--- src/rtl/uart_rx_sampler.sv ---
// uart_rx_sampler: 8N1 UART receiver driven by a 16x oversampling tick, majority-voted bits
module uart_rx_sampler #(
    parameter int DATA_BITS  = 8,
    parameter int OVERSAMPLE = 16
) (
    input  logic                 sys_clk,
    input  logic                 reset,
    input  logic                 smp_clk,
    input  logic                 rx,
    output logic [DATA_BITS-1:0] rx_data,
    output logic                 rx_valid,
    output logic                 frame_err,
    output logic                 busy
);
    localparam int SW = $clog2(OVERSAMPLE);
    localparam int BW = $clog2(DATA_BITS + 1);
    localparam logic [SW-1:0] SC_LAST = SW'(OVERSAMPLE - 1);
    localparam logic [SW-1:0] SC_V0   = SW'(OVERSAMPLE / 2 - 1);
    localparam logic [SW-1:0] SC_V1   = SW'(OVERSAMPLE / 2);
    localparam logic [SW-1:0] SC_V2   = SW'(OVERSAMPLE / 2 + 1);
    localparam logic [BW-1:0] BC_LAST = BW'(DATA_BITS - 1);

    typedef enum logic [2:0] {S_IDLE, S_START, S_DATA, S_STOP, S_BREAK} state_t;

    state_t               state_q;
    logic [SW-1:0]        scnt_q;
    logic [BW-1:0]        bcnt_q;
    logic [DATA_BITS-1:0] shreg_q;
    logic [DATA_BITS-1:0] shreg_d;
    logic [DATA_BITS-1:0] rx_data_q;
    logic                 rx_valid_q;
    logic                 frame_err_q;
    logic                 rx_meta_q;
    logic                 rx_s_q;
    logic                 smp_meta_q;
    logic                 smp_s_q;
    logic                 smp_prev_q;
    logic                 smp0_q;
    logic                 smp1_q;
    logic                 bit_q;
    logic                 tick;
    logic                 vote;
    logic [SW-1:0]        scnt_inc;

    // The third vote sample is the live synchronised line at the tick that closes the window.
    assign tick     = smp_s_q & ~smp_prev_q;
    assign vote     = (smp0_q & smp1_q) | (smp0_q & rx_s_q) | (smp1_q & rx_s_q);
    assign scnt_inc = scnt_q + 1'b1;
    assign shreg_d  = {bit_q, shreg_q[DATA_BITS-1:1]};

    assign rx_data   = rx_data_q;
    assign rx_valid  = rx_valid_q;
    assign frame_err = frame_err_q;
    assign busy      = state_q != S_IDLE;

    // Two-flop synchronisers for rx (idles high) and smp_clk, plus smp_clk edge history.
    always_ff @(posedge sys_clk or negedge reset) begin
        if (!reset) begin
            rx_meta_q  <= 1'b1;
            rx_s_q     <= 1'b1;
            smp_meta_q <= 1'b0;
            smp_s_q    <= 1'b0;
            smp_prev_q <= 1'b0;
        end else begin
            rx_meta_q  <= rx;
            rx_s_q     <= rx_meta_q;
            smp_meta_q <= smp_clk;
            smp_s_q    <= smp_meta_q;
            smp_prev_q <= smp_s_q;
        end
    end

    // Frame FSM: advances only on ticks; output pulses self-clear on every other cycle.
    always_ff @(posedge sys_clk or negedge reset) begin
        if (!reset) begin
            state_q     <= S_IDLE;
            scnt_q      <= '0;
            bcnt_q      <= '0;
            shreg_q     <= '0;
            rx_data_q   <= '0;
            rx_valid_q  <= 1'b0;
            frame_err_q <= 1'b0;
            smp0_q      <= 1'b1;
            smp1_q      <= 1'b1;
            bit_q       <= 1'b1;
        end else begin
            rx_valid_q  <= 1'b0;
            frame_err_q <= 1'b0;
            if (tick) begin
                if (scnt_q == SC_V0) smp0_q <= rx_s_q;
                if (scnt_q == SC_V1) smp1_q <= rx_s_q;
                if (scnt_q == SC_V2) bit_q <= vote;
                case (state_q)
                    S_IDLE: begin
                        if (!rx_s_q) begin
                            state_q <= S_START;
                            scnt_q  <= SW'(1);
                        end
                    end
                    S_START: begin
                        if (scnt_q == SC_V2 && vote) begin
                            state_q <= S_IDLE;
                            scnt_q  <= '0;
                        end else if (scnt_q == SC_LAST) begin
                            state_q <= S_DATA;
                            scnt_q  <= '0;
                            bcnt_q  <= '0;
                        end else begin
                            scnt_q <= scnt_inc;
                        end
                    end
                    S_DATA: begin
                        scnt_q <= scnt_q == SC_LAST ? '0 : scnt_inc;
                        if (scnt_q == SC_LAST) begin
                            shreg_q <= shreg_d;
                            bcnt_q  <= bcnt_q + 1'b1;
                            if (bcnt_q == BC_LAST) state_q <= S_STOP;
                        end
                    end
                    S_STOP: begin
                        scnt_q <= scnt_q == SC_V2 ? '0 : scnt_inc;
                        if (scnt_q == SC_V2) begin
                            if (vote) begin
                                rx_data_q  <= shreg_q;
                                rx_valid_q <= 1'b1;
                                state_q    <= S_IDLE;
                            end else begin
                                frame_err_q <= 1'b1;
                                state_q     <= S_BREAK;
                            end
                        end
                    end
                    S_BREAK: begin
                        if (rx_s_q) state_q <= S_IDLE;
                    end
                    default: begin
                        state_q <= S_IDLE;
                        scnt_q  <= '0;
                    end
                endcase
            end
        end
    end
endmodule

--- config.mk ---
export PLATFORM = sky130hd
export DESIGN_NAME = uart_rx_sampler
export DESIGN_NICKNAME = d
export VERILOG_FILES = /design/src/rtl/uart_rx_sampler.sv
export SDC_FILE = /design/constraint.sdc
export NUM_CORES = 1
export LEC_CHECK = 0
export CORE_MARGIN = 3
export CORE_UTILIZATION = 40
export DETAILED_ROUTE_END_ITERATION = 6
export PLACE_DENSITY = 0.59
export SYNTH_ARGS = -nofsm -noshare
export SYNTH_HDL_FRONTEND = slang
export SYNTH_SLANG_ARGS = --single-unit
--- constraint.sdc ---
create_clock -name sys_clk -period 3.96 [get_ports sys_clk]
set_input_delay 0.792 -clock sys_clk [delete_from_list [all_inputs] [get_ports sys_clk]]
set_output_delay 0.792 -clock sys_clk [all_outputs]
set_load 0.005 [all_outputs]
-- Word level (Yosys, flattened, before mapping)
Cells that the tools add are included.
- register bits: 37
- word-level logic and storage cells: 80
- $add $sub $neg: 2
- muxes and demuxes: 26
- eq/ne operators: 17
- reductions and logical operators: 12
- bitwise gates (word level): 8
- operators with widths (kind ; number):
    4-bit two-way mux ; 7
    3-bit two-way mux ; 8
    4-bit one-hot mux with 5 select lines ; 1
    3-bit one-hot mux with 5 select lines ; 1
    2-bit != test, second input constant ; 7
    4-bit equality test, second input constant ; 3
    4-bit by 1-bit adder with 4-bit output, second input constant ; 2
    4-bit by 3-bit equality test with 1-bit output, second input constant ; 2
    1-bit two-way mux ; 8
    4-bit one-hot mux with 2 select lines ; 1
    7-bit AND reduction ; 1
    3-bit by 2-bit equality test with 1-bit output, second input constant ; 2
    2-bit AND reduction ; 3
    3-bit AND reduction ; 2
    5-bit AND reduction ; 1
    1-bit bitwise AND ; 4
    4-bit AND reduction ; 1
    3-bit by 1-bit equality test with 1-bit output, second input constant ; 1
    3-bit equality test, second input constant ; 1
    3-bit logical NOT ; 1
    3-bit != test, second input constant ; 1
    3-bit nonzero test ; 1
    1-bit NOT ; 2
    1-bit OR ; 2
    other kinds (2) ; 2

-- Logic depth before layout (Yosys ltp)
- depth in word-level cells: 7
- gate-level depth with buffers: 6
- gate-level depth less buffers: 6

-- Worst setup path after synthesis
OpenSTA, ideal clock, no wires.
- path kind: flip-flop to flip-flop
- start point: reg state_q[2]
- end point: reg rx_data_q[0], in the netlist rx_data[0]
- data arrival time: 1506 ps
- data required time: 3832 ps
- setup time: 128 ps
- slack: 2326 ps
- cell stages (with the launch flop): 6
- clock period less this slack: 1634 ps
- path through: dfrtp_1 buf_6 or3b_4 nor3_2 nand2_2 mux2_1
- longest elaborated chain between the ends: 2
- ends and longest elaborated chain (element ; line ; RTL):
    start: declaration ; 25 ; state_t state_q;
    start signal: assignment ; 76 ; state_q <= S_IDLE;
    start signal: assignment ; 96 ; state_q <= S_START;
    start signal: assignment ; 102 ; state_q <= S_IDLE;
    3-bit by 2-bit equality test with 1-bit output ; 93 ; case (state_q)
    4-bit AND reduction (no line) ; n/a ;
    end signal: assignment ; 124 ; rx_data_q <= shreg_q;
    end: declaration ; 30 ; logic [DATA_BITS-1:0] rx_data_q;
Every way passes these cells.
A chain may end at the register's enable or synchronous reset.

-- Worst setup path after layout
- start point: reg state_q[2]
- end point: out busy
- longest elaborated chain between the ends: 1
- ends and longest elaborated chain (element ; line ; RTL):
    3-bit nonzero test ; 54 ; assign busy = state_q != S_IDLE;
    end: declaration ; 13 ; output logic busy
Every way passes these cells.

==> reports/qor.yml <==
yosysTopAreaCell: "sky130_fd_sc_hd__dfrtp_1"
post_synth_xor_area_fraction_pct: 0.492
r2r-end: "state_q[1]"
drt_iter0_markers: 102
worst_slew_pin_slew_ns: 0.782
ctsResizeCount: 0
netlist_area_sq_um: 1780
final.hold.worst_slack_ns: 0.349
dp_hpwl_mm: 2.34
worst_r2r_startpoint: "scnt_q[0]"
synth_area_leaders: "sky130_fd_sc_hd__dfrtp_1 (45%), sky130_fd_sc_hd__nand2_1 (7.6%), sky130_fd_sc_hd__dfstp_2 (7.4%)"
drtAntennaViolNets: 0
r2r_setup_slack_ns: 2.03
final_area_sq_um: 2020
drv_slew: 0
track_usage_pct: 14.6
period_share_pct: 60.7
tritoncts: "done"
syn-mean-instance-area_sq_um: 10.7
critical_setup_path_class: "reg2out"
worst_r2r_path_depth: 5
power_per_cell_area_nw_per_um2: 531
postSynth.asyncResetShare_pct: 100
io_port_bufs: 14
totalNegativeSetupSlack_ns: 0
die_outline_area_sq_um: 5280
maxCapViolations: 0
synth_top_family_by_area: "simple AND/OR/NAND/NOR gates"
htree_levels: 2
synth-edff-count: 0
worstSetupStartpointType: "flip-flop"
post_synth_adder_cell_area_pct: 3.45
clk_buf_depth: 2
number_of_global_route_vias_before_repair: 1260
globalplace.congestion: 0.878
clock_tree.root_cell: "sky130_fd_sc_hd__clkbuf_8"
fill_cells: 394
share_of_post_route_cells_with_drive_strength_above_1_pct: 15.4
worst_hold_path.num_cells: 0
clk_pin_slew_worst_paths_ns: 0.07
later_pin_clock_latency_in_the_skew_report_ns: 0.28
synthSimpleGateAreaFrac_pct: 21.9
crit_path_max_fanout: 11
grt_start_max_net_pins: 38
dr.pass1.iters: 4
maximum_clock_rate_mhz: 416
worstSetupStartpoint: "state_q[2]"
compound_gate_fraction_of_synth_area_pct: 11.9
hold_class: "reg2reg"
insertedDiodeCount: 0
timing.final.crit_period_ns: 2.40
critical_path_data_arrival_time_ns: 1.61
end_kind: "output port"
post_synth_inst_count: 166
gr-total-overflow: 0
rsz_0062_raised_after_global_routing: "false"
num_vias: 1252
route.detailed.wl_per_inst_um: 14.4
cts_buffers: 5
synth-seq-area-share_pct: 52.4
rows: 23
clock_sinks: 37
boundaryPins: 15
initial_core_util_pct: 42.9
grt_first_pass_wirelength_mm: 6.04
count_of_cell_types_in_the_netlist: 48
die-width_um: 72.7
post_drt_via_cell_ratio: 5.40
setup_viol_count_final: 0
hold_viol_final: 0
postRouteWirelength_mm: 3.34
drc: 0
mux_contribution_to_synthesized_area_pct: 6.33
synthesis.yosys.warnings: 0
flip_flop_and_latch_count_after_synthesis: 37
ys_dominant_reg_cell: "sky130_fd_sc_hd__dfrtp_1"
core_outline_area_sq_um: 4140
hold_buffers: 0
critPathCapture: "busy"
synth.top_cell.area_share_pct: 45.0
final_nets: 189
grt_antenna_before_repair: 0
post_dp_cell_area_sq_um: 1930
finClkSkew_ns: 0.00776
critical_path_required_ns: 3.17
postLayoutCoreUtil_pct: 48.9
synth_fp_nets: 174
power.ir.vdd_worst_mv: 0.199
flow.area_growth_from_synthesis_pct: 13.8
die_y_um: 72.7
cellLeakagePower_nw: 0.976
slew_headroom_pct: 47.9
cts_setup_buffers: 0
outcome: "finished clean"
## metal layers
metal | share of wire [%] | global-route usage (%) | wire, um
met1 | 48 | 20.4 | 1610
met2 | 46 | 22.2 | 1530
met3 | 4.9 | 3.72 | 165
met4 | 0.87 | 4.30 | 29
met5 | 0 | 0 | 0
## stage by stage
step / setup WS (ns) / total power [mW] / std cells
after floorplan: 2.33 / 0.743 / 166
after global placement: 1.93 / 0.807 / 224
after detailed placement: 1.88 / 0.809 / 224
after CTS: 1.56 / 1.09 / 232
after global routing: 1.44 / 1.16 / 232
final: 1.56 / 1.08 / 232
## logic make-up (layout without fill, tap and decap cells)
logic type / Yosys count / in the layout
adder cells (fa/ha/maj): 5 / 5
AND/OR/NAND/NOR: 74 / 74
multiplexers: 10 / 10
AO/OA/AOI/OAI: 29 / 29
XOR/XNOR: 1 / 1
buffers and inverters: 10 / 26
flip-flops: 37 / 37
## worst max-delay path, stage by stage (launching register included)
cell                              delay (ns)
sky130_fd_sc_hd__dfrtp_1                0.57
sky130_fd_sc_hd__inv_1                  0.17
sky130_fd_sc_hd__nand2_1                0.10
sky130_fd_sc_hd__clkdlybuf4s50_1        0.49
## cell type report
type,count,area [sq um],share of cell area (%)
tap,50,62.6,3.09
inverter,4,15.0,0.742
clock inverter,2,13.8,0.680
multi-input combinational,119,783,38.7
sequential,37,932,46.0
clock buffer,6,82.6,4.08
timing repair buffer,14,135,6.67
## flip-flops by register name, indices dropped and copies added (netlist names), 3 cells and up
register and flops:
state_q 3, rx_data 8, bcnt_q 4, shreg_q 8
scnt_q 4
## Yosys cell counts, drive strengths merged, types with 2 or more instances
cell,n
and3b,2
nor2b,4
buf,4
or2,2
o21ai,7
dfrtp,32
a21oi,3
a21o,3
nor2,4
o311ai,2
mux2,10
or3b,2
dfstp,5
nand3,5
inv,4
nand2,37
and3,2
nor3,5
nor4,2
ha,4
nand2b,2
o22ai,2
clkbuf,2
o31ai,4
## report_power, final
group / switching (mW) / internal (mW) / leakage (nW)
sequential: 0.0723 / 0.429 / 0.480
clock: 0.130 / 0.141 / 0.0512
combinational: 0.166 / 0.137 / 0.445
total: 0.369 / 0.707 / 0.976
## cells in the final DEF (no fill, tap or decap), drive strengths merged, types with 2 or more instances in the layout
master         synthesis  layout
nand3                  5       5
nand2                 37      37
o22ai                  2       2
nor2b                  4       4
dfrtp                 32      32
o21ai                  7       7
inv                    4       4
clkbuf                 2       6
and3                   2       2
dfstp                  5       5
mux2                  10      10
ha                     4       4
o311ai                 2       2
nor2                   4       4
nor4                   2       2
a21o                   3       3
clkdlybuf4s50          0      13
a21oi                  3       3
or2                    2       2
and3b                  2       2
or3b                   2       2
clkinv                 0       2
o31ai                  4       4
nand2b                 2       2
nor3                   5       5
## how the worst min path moves through the flow
stage | slack, ns | from | to
after floorplan | 0.33 | smp_meta_q | smp_s_q
after global placement | 0.34 | smp_meta_q | smp_s_q
after detailed placement | 0.33 | smp_meta_q | smp_s_q
after CTS | 0.35 | smp_meta_q | smp_s_q
after global routing | 0.37 | rx_meta_q | rx_s_q
final | 0.35 | smp_meta_q | smp_s_q
Note: power is estimated with default switching activity, not from simulation.
